===== src/rtl/monitor_bus_master_pkg.sv =====
// monitor_bus_master_pkg: FSM states and bus idle levels shared by the bus master
package monitor_bus_master_pkg;
    typedef enum logic [2:0] {IDLE, ADDR_LO, ADDR_HI, DATA_LO, DATA_HI, GAP} state_t;
    localparam logic       IDLE_SLOT_X = 1'b1;
    localparam logic       IDLE_CLK_RW = 1'b1;
    localparam logic       IDLE_AX_D   = 1'b1;
    localparam logic       IDLE_R_WX   = 1'b1;
    localparam logic       IDLE_OE_X   = 1'b1;
    localparam logic [7:0] IDLE_DATA   = 8'h00;
endpackage


===== src/rtl/bkm_int_sync.sv =====
// bkm_int_sync: two-flop synchronizer plus falling-edge detector for the card interrupt
module bkm_int_sync (
    input  logic clk_20mhz,
    input  logic reset,
    input  logic int_x,
    output logic irq_pulse
);
    logic [2:0] r_sync;
    always_ff @(posedge clk_20mhz) begin
        if (reset) r_sync <= 3'b111;
        else       r_sync <= {r_sync[1:0], int_x};
    end
    assign irq_pulse = r_sync[2] & ~r_sync[1];
endmodule


===== src/rtl/monitor_bus_master.sv =====
// monitor_bus_master: host command to card bus sequencer with clk_rw strobe and interrupt pulse
module monitor_bus_master
    import monitor_bus_master_pkg::*;
#(
    parameter int HALF_PERIOD = 10,
    parameter int GAP_CYCLES  = 4
) (
    input  logic       clk_20mhz,
    input  logic       reset,
    input  logic       cmd_valid,
    output logic       cmd_ready,
    input  logic       cmd_write,
    input  logic [7:0] cmd_addr,
    input  logic [7:0] cmd_wdata,
    output logic       rsp_valid,
    output logic [7:0] rsp_rdata,
    output logic       slot_x,
    output logic       clk_rw,
    output logic       ax_d,
    output logic       r_wx,
    output logic [7:0] bus_data_out,
    output logic       bus_data_oe_x,
    input  logic [7:0] bus_data_in,
    input  logic       int_x,
    output logic       irq_pulse
);
    localparam logic [7:0] HP_LOAD  = 8'(HALF_PERIOD - 1);
    localparam logic [7:0] GAP_LOAD = 8'(GAP_CYCLES - 1);
    state_t     r_state, w_next;
    logic [7:0] r_cnt, w_cnt_next, r_addr, r_wdata, r_rdata;
    logic       r_write, r_rsp_valid, w_done, w_addr_ph, w_data_ph, w_lo;
    assign w_done = r_cnt == 8'd0;
    always_comb begin
        w_next = r_state;
        unique case (r_state)
            IDLE:    w_next = cmd_valid ? ADDR_LO : IDLE;
            ADDR_LO: w_next = w_done ? ADDR_HI : ADDR_LO;
            ADDR_HI: w_next = w_done ? DATA_LO : ADDR_HI;
            DATA_LO: w_next = w_done ? DATA_HI : DATA_LO;
            DATA_HI: w_next = w_done ? GAP : DATA_HI;
            GAP:     w_next = w_done ? IDLE : GAP;
            default: w_next = IDLE;
        endcase
        w_cnt_next = (w_next == r_state) ? (w_done ? 8'd0 : r_cnt - 8'd1) :
                     (w_next == GAP)     ? GAP_LOAD :
                     (w_next == IDLE)    ? 8'd0 : HP_LOAD;
    end
    always_ff @(posedge clk_20mhz) begin
        if (reset) begin
            r_state     <= IDLE;
            r_cnt       <= 8'd0;
            r_write     <= 1'b0;
            r_addr      <= 8'd0;
            r_wdata     <= 8'd0;
            r_rsp_valid <= 1'b0;
            r_rdata     <= 8'd0;
        end else begin
            r_state     <= w_next;
            r_cnt       <= w_cnt_next;
            r_rsp_valid <= (r_state == DATA_HI) && w_done && !r_write;
            if (r_state == IDLE && cmd_valid) begin
                r_write <= cmd_write;
                r_addr  <= cmd_addr;
                r_wdata <= cmd_wdata;
            end
            if (r_state == DATA_HI && w_done && !r_write) r_rdata <= bus_data_in;
        end
    end
    // bus levels depend only on the state, so they can only move on state entry
    assign w_addr_ph     = (r_state == ADDR_LO) || (r_state == ADDR_HI);
    assign w_data_ph     = (r_state == DATA_LO) || (r_state == DATA_HI);
    assign w_lo          = (r_state == ADDR_LO) || (r_state == DATA_LO);
    assign cmd_ready     = (r_state == IDLE) && !reset;
    assign rsp_valid     = r_rsp_valid;
    assign rsp_rdata     = r_rdata;
    assign slot_x        = (w_addr_ph || w_data_ph) ? 1'b0 : IDLE_SLOT_X;
    assign clk_rw        = w_lo ? 1'b0 : (w_addr_ph || w_data_ph) ? 1'b1 : IDLE_CLK_RW;
    assign ax_d          = w_addr_ph ? 1'b1 : w_data_ph ? 1'b0 : IDLE_AX_D;
    assign r_wx          = w_addr_ph ? 1'b0 : w_data_ph ? ~r_write : IDLE_R_WX;
    assign bus_data_out  = w_addr_ph ? r_addr : (w_data_ph && r_write) ? r_wdata : IDLE_DATA;
    assign bus_data_oe_x = (w_addr_ph || (w_data_ph && r_write)) ? 1'b0 : IDLE_OE_X;
    bkm_int_sync u_int_sync (
        .clk_20mhz(clk_20mhz),
        .reset    (reset),
        .int_x    (int_x),
        .irq_pulse(irq_pulse)
    );
endmodule


===== config.mk =====
export PLATFORM = sky130hd
export DESIGN_NAME = monitor_bus_master
export DESIGN_NICKNAME = d
export VERILOG_FILES = /design/src/rtl/monitor_bus_master_pkg.sv /design/src/rtl/bkm_int_sync.sv /design/src/rtl/monitor_bus_master.sv
export SDC_FILE = /design/constraint.sdc
export NUM_CORES = 1
export LEC_CHECK = 0
export CAP_MARGIN = 15
export CORE_UTILIZATION = 41
export DETAILED_ROUTE_END_ITERATION = 7
export PLACE_DENSITY = 0.85
export SKIP_CTS_REPAIR_TIMING = 1
export SYNTH_ARGS = -nofsm -noshare
export SYNTH_HDL_FRONTEND = slang
export SYNTH_SLANG_ARGS = --single-unit

===== constraint.sdc =====
create_clock -name clk_20mhz -period 1.75 [get_ports clk_20mhz]
set_clock_uncertainty 0.15 [all_clocks]
set_input_delay 0.175 -clock clk_20mhz [delete_from_list [all_inputs] [get_ports clk_20mhz]]
set_output_delay 0.175 -clock clk_20mhz [all_outputs]
set_load 0.02 [all_outputs]

==> impl_metrics.tcl <==
set metrics [dict create \
    cts_max_path_buffers 2 \
    cts_num_sinks 40 \
    synthTopCellsByArea "dfxtp_1 (46%), nand2_1 (8.2%), a21oi_1 (5.5%)" \
    maxCapViolations 0 \
    dp_hpwl_um 2860 \
    drt_iter0_markers 59 \
    grt_util_met3_pct 5.82 \
    worstPathRequired_ns 1.42 \
    hold_viol 0 \
    worst_hold_path_type "reg -> reg" \
    cts.clk_slew.worst_paths_ns 0.07 \
    via_count 1618 \
    cts_tree "yes" \
    ctsRootBufferMaster "clkbuf_8" \
    syn_nets 228 \
    p_per_area_mw_per_mm2 1560 \
    routedWlPerCell_um 13.4 \
    finalWeightedCongestion 0.802 \
    critPathMaxFanout 7 \
    diodes 0 \
    grt_max_degree 36 \
    die_y_um 67.0 \
    grt_pass1_wl_um 6250 \
    dpl-instance-area_mm2 0.00242 \
    fin_crit_sh_pct 105 \
    setup_violations 11 \
    avgSynthCellArea_um2 8.80 \
    drt-vias-per-instance 5.04 \
    violations "setup timing" \
    core-area_mm2 0.00403 \
    gr-usage-met1_pct 22.5 \
    final_layout_size_suffix_gt1_share_pct 25.5 \
    fin_ws_ns -0.0884 \
    htreeDepth 2 \
    stdcell_area_mm2 0.00264 \
    synth_area_mm2 0.00173 \
    ys_types 37 \
    slew_violations 0 \
    startpoint_type "flip-flop" \
    outcome "complete, but fails checks" \
    antenna_found_initial 0 \
    die_area_mm2 0.00449 \
    cp.arrival_ns 1.51 \
    fin_util_pct 65.6 \
    die_x_um 67.0 \
    synth_top_area_cell "dfxtp_1" \
    finalPower_uw 4120 \
    post-route-drc-count 0 \
    synth-seq-cells 40 \
    track_usage_pct 18.4 \
    syn_to_final_growth_pct 52.3 \
    fin_tns_setup_ns -0.681 \
    rows 23 \
    overflow 0 \
    cts_buffers 5 \
    nNetsFinal 301 \
    max_freq_mhz 544 \
    crit_type "reg -> out" \
    wirelength_um 4310 \
    synth-async-reset-ratio_pct 0 \
    clkLatencyLatePin_ns 0.29 \
    synth-edff-count 0 \
    grt_use_met2_pct 29.4 \
    detail-route-antenna-nets 0 \
    crit_path_end_kind "primary output" \
    slew_headroom_pct 70.3 \
    grt_busiest_layer "met2" \
    pin_count 53 \
    period_minus_slack_ns 1.84 \
    ys.warnings.count 0 \
    syn-instance-count 197 \
    dp_slack_ns -0.380 \
    grt_pass1_vias 1433 \
    worst_pin_slew_ns 0.441 \
    drt-pass1-iter-count 4 \
    yosysSeqAreaShare_pct 46.2 \
    vdd_ir_drop_max_uv 725 \
    start_util_pct 43.0 \
    leakage_uw 0.00111 \
    numPortBuffers 52 \
    synth_top_area_share_pct 46.2 \
    rsz0062_at_grt "true" \
    synth_ff_type "dfxtp_1" \
]
[Yosys cell counts (3+ instances only)]
cell type  count
and2_1         3
xnor2_1        3
dfxtp_1       40
inv_1          6
buf_2          5
nand2b_1       3
clkbuf_1       5
or2_2          3
mux2i_1        8
a21oi_1       19
a22o_1         8
xor2_1         3
nand2_1       38
nor2_1        24
[area by class of cell]
class                   instances  area, um^2
fillers                       316        1390
multi-input cells             140         902
flip-flops and latches         40         810
repair buffers                 77         751
clock buffers                   7        86.3
well taps                      50        62.6
inverters                       6        22.5
clock inverters                 1        7.51
[cells by family (layout without fill, tap and decap cells)]
group	after synthesis	in the layout	share of synthesized area [%]
flops	40	40	46.2
simple gates	86	86	25.0
fa+ha+maj	2	2	1.44
buf+inv	17	91	4.47
mux	8	8	4.62
xor+xnor	6	6	3.03
compound gates	38	38	15.2
[critical path, cell delays in order, from the launching register on]
cell and delay [ns]:
dfxtp_4 0.37, buf_6 0.12, xnor2_2 0.15, nor2_2 0.07
buf_6 0.13, a22o_1 0.23, clkbuf_2 0.15
[flip-flops by register name, indices dropped and copies added, names as in the netlist]
name,cells
r_state,3
r_write,1
r_cnt,8
u_int_sync.r_sync,3
r_addr,8
r_wdata,8
rsp_rdata,8
rsp_valid,1
[final timing paths]
path                         from              endpoint  slack (ns)  cells after the start
min reg2reg  u_int_sync.r_sync[0]  u_int_sync.r_sync[1]        0.27                      1
max reg2reg              r_cnt[0]          rsp_rdata[6]       -0.01                      7
max                    r_state[0]       bus_data_out[6]       -0.09                      6
min          u_int_sync.r_sync[0]  u_int_sync.r_sync[1]        0.27                      1
[layout by cell type (no fill, tap or decap), drive strengths merged, types with 6 or more instances in the layout]
| cell type | synthesis | layout |
|---|---|---|
| clkdlybuf4s50 | 0 | 38 |
| mux2i | 8 | 8 |
| a21oi | 19 | 19 |
| dfxtp | 40 | 40 |
| buf | 6 | 35 |
| nor2 | 24 | 24 |
| inv | 6 | 6 |
| nand2 | 38 | 38 |
| a22o | 8 | 8 |
| clkbuf | 5 | 9 |
[metrics by stage]
step / hold WS, ns / instances
floorplan: 0.129 / 197
global placement: 0.245 / 308
detailed placement: 0.252 / 308
CTS: 0.267 / 316
global route: 0.280 / 321
finish: 0.269 / 321
[metal layers]
| layer | routed length [um] | vias up | part of all wire, % |
|---|---|---|---|
| met5 | 0 | - | 0 |
| met1 | 1860 | 750 | 43 |
| met4 | 72 | 0 | 1.7 |
| met2 | 2130 | 48 | 50 |
| li1 | - | 811 | - |
| met3 | 244 | 9 | 5.7 |
[report_power, final]
part           internal (uW)  leakage (uW)  switching [uW]  total, uW
Clock                    320     0.0000445             318        639
Combinational           1110      0.000740            1070       2180
Sequential              1110      0.000329             188       1300
Power figures use the tool's default switching activity.
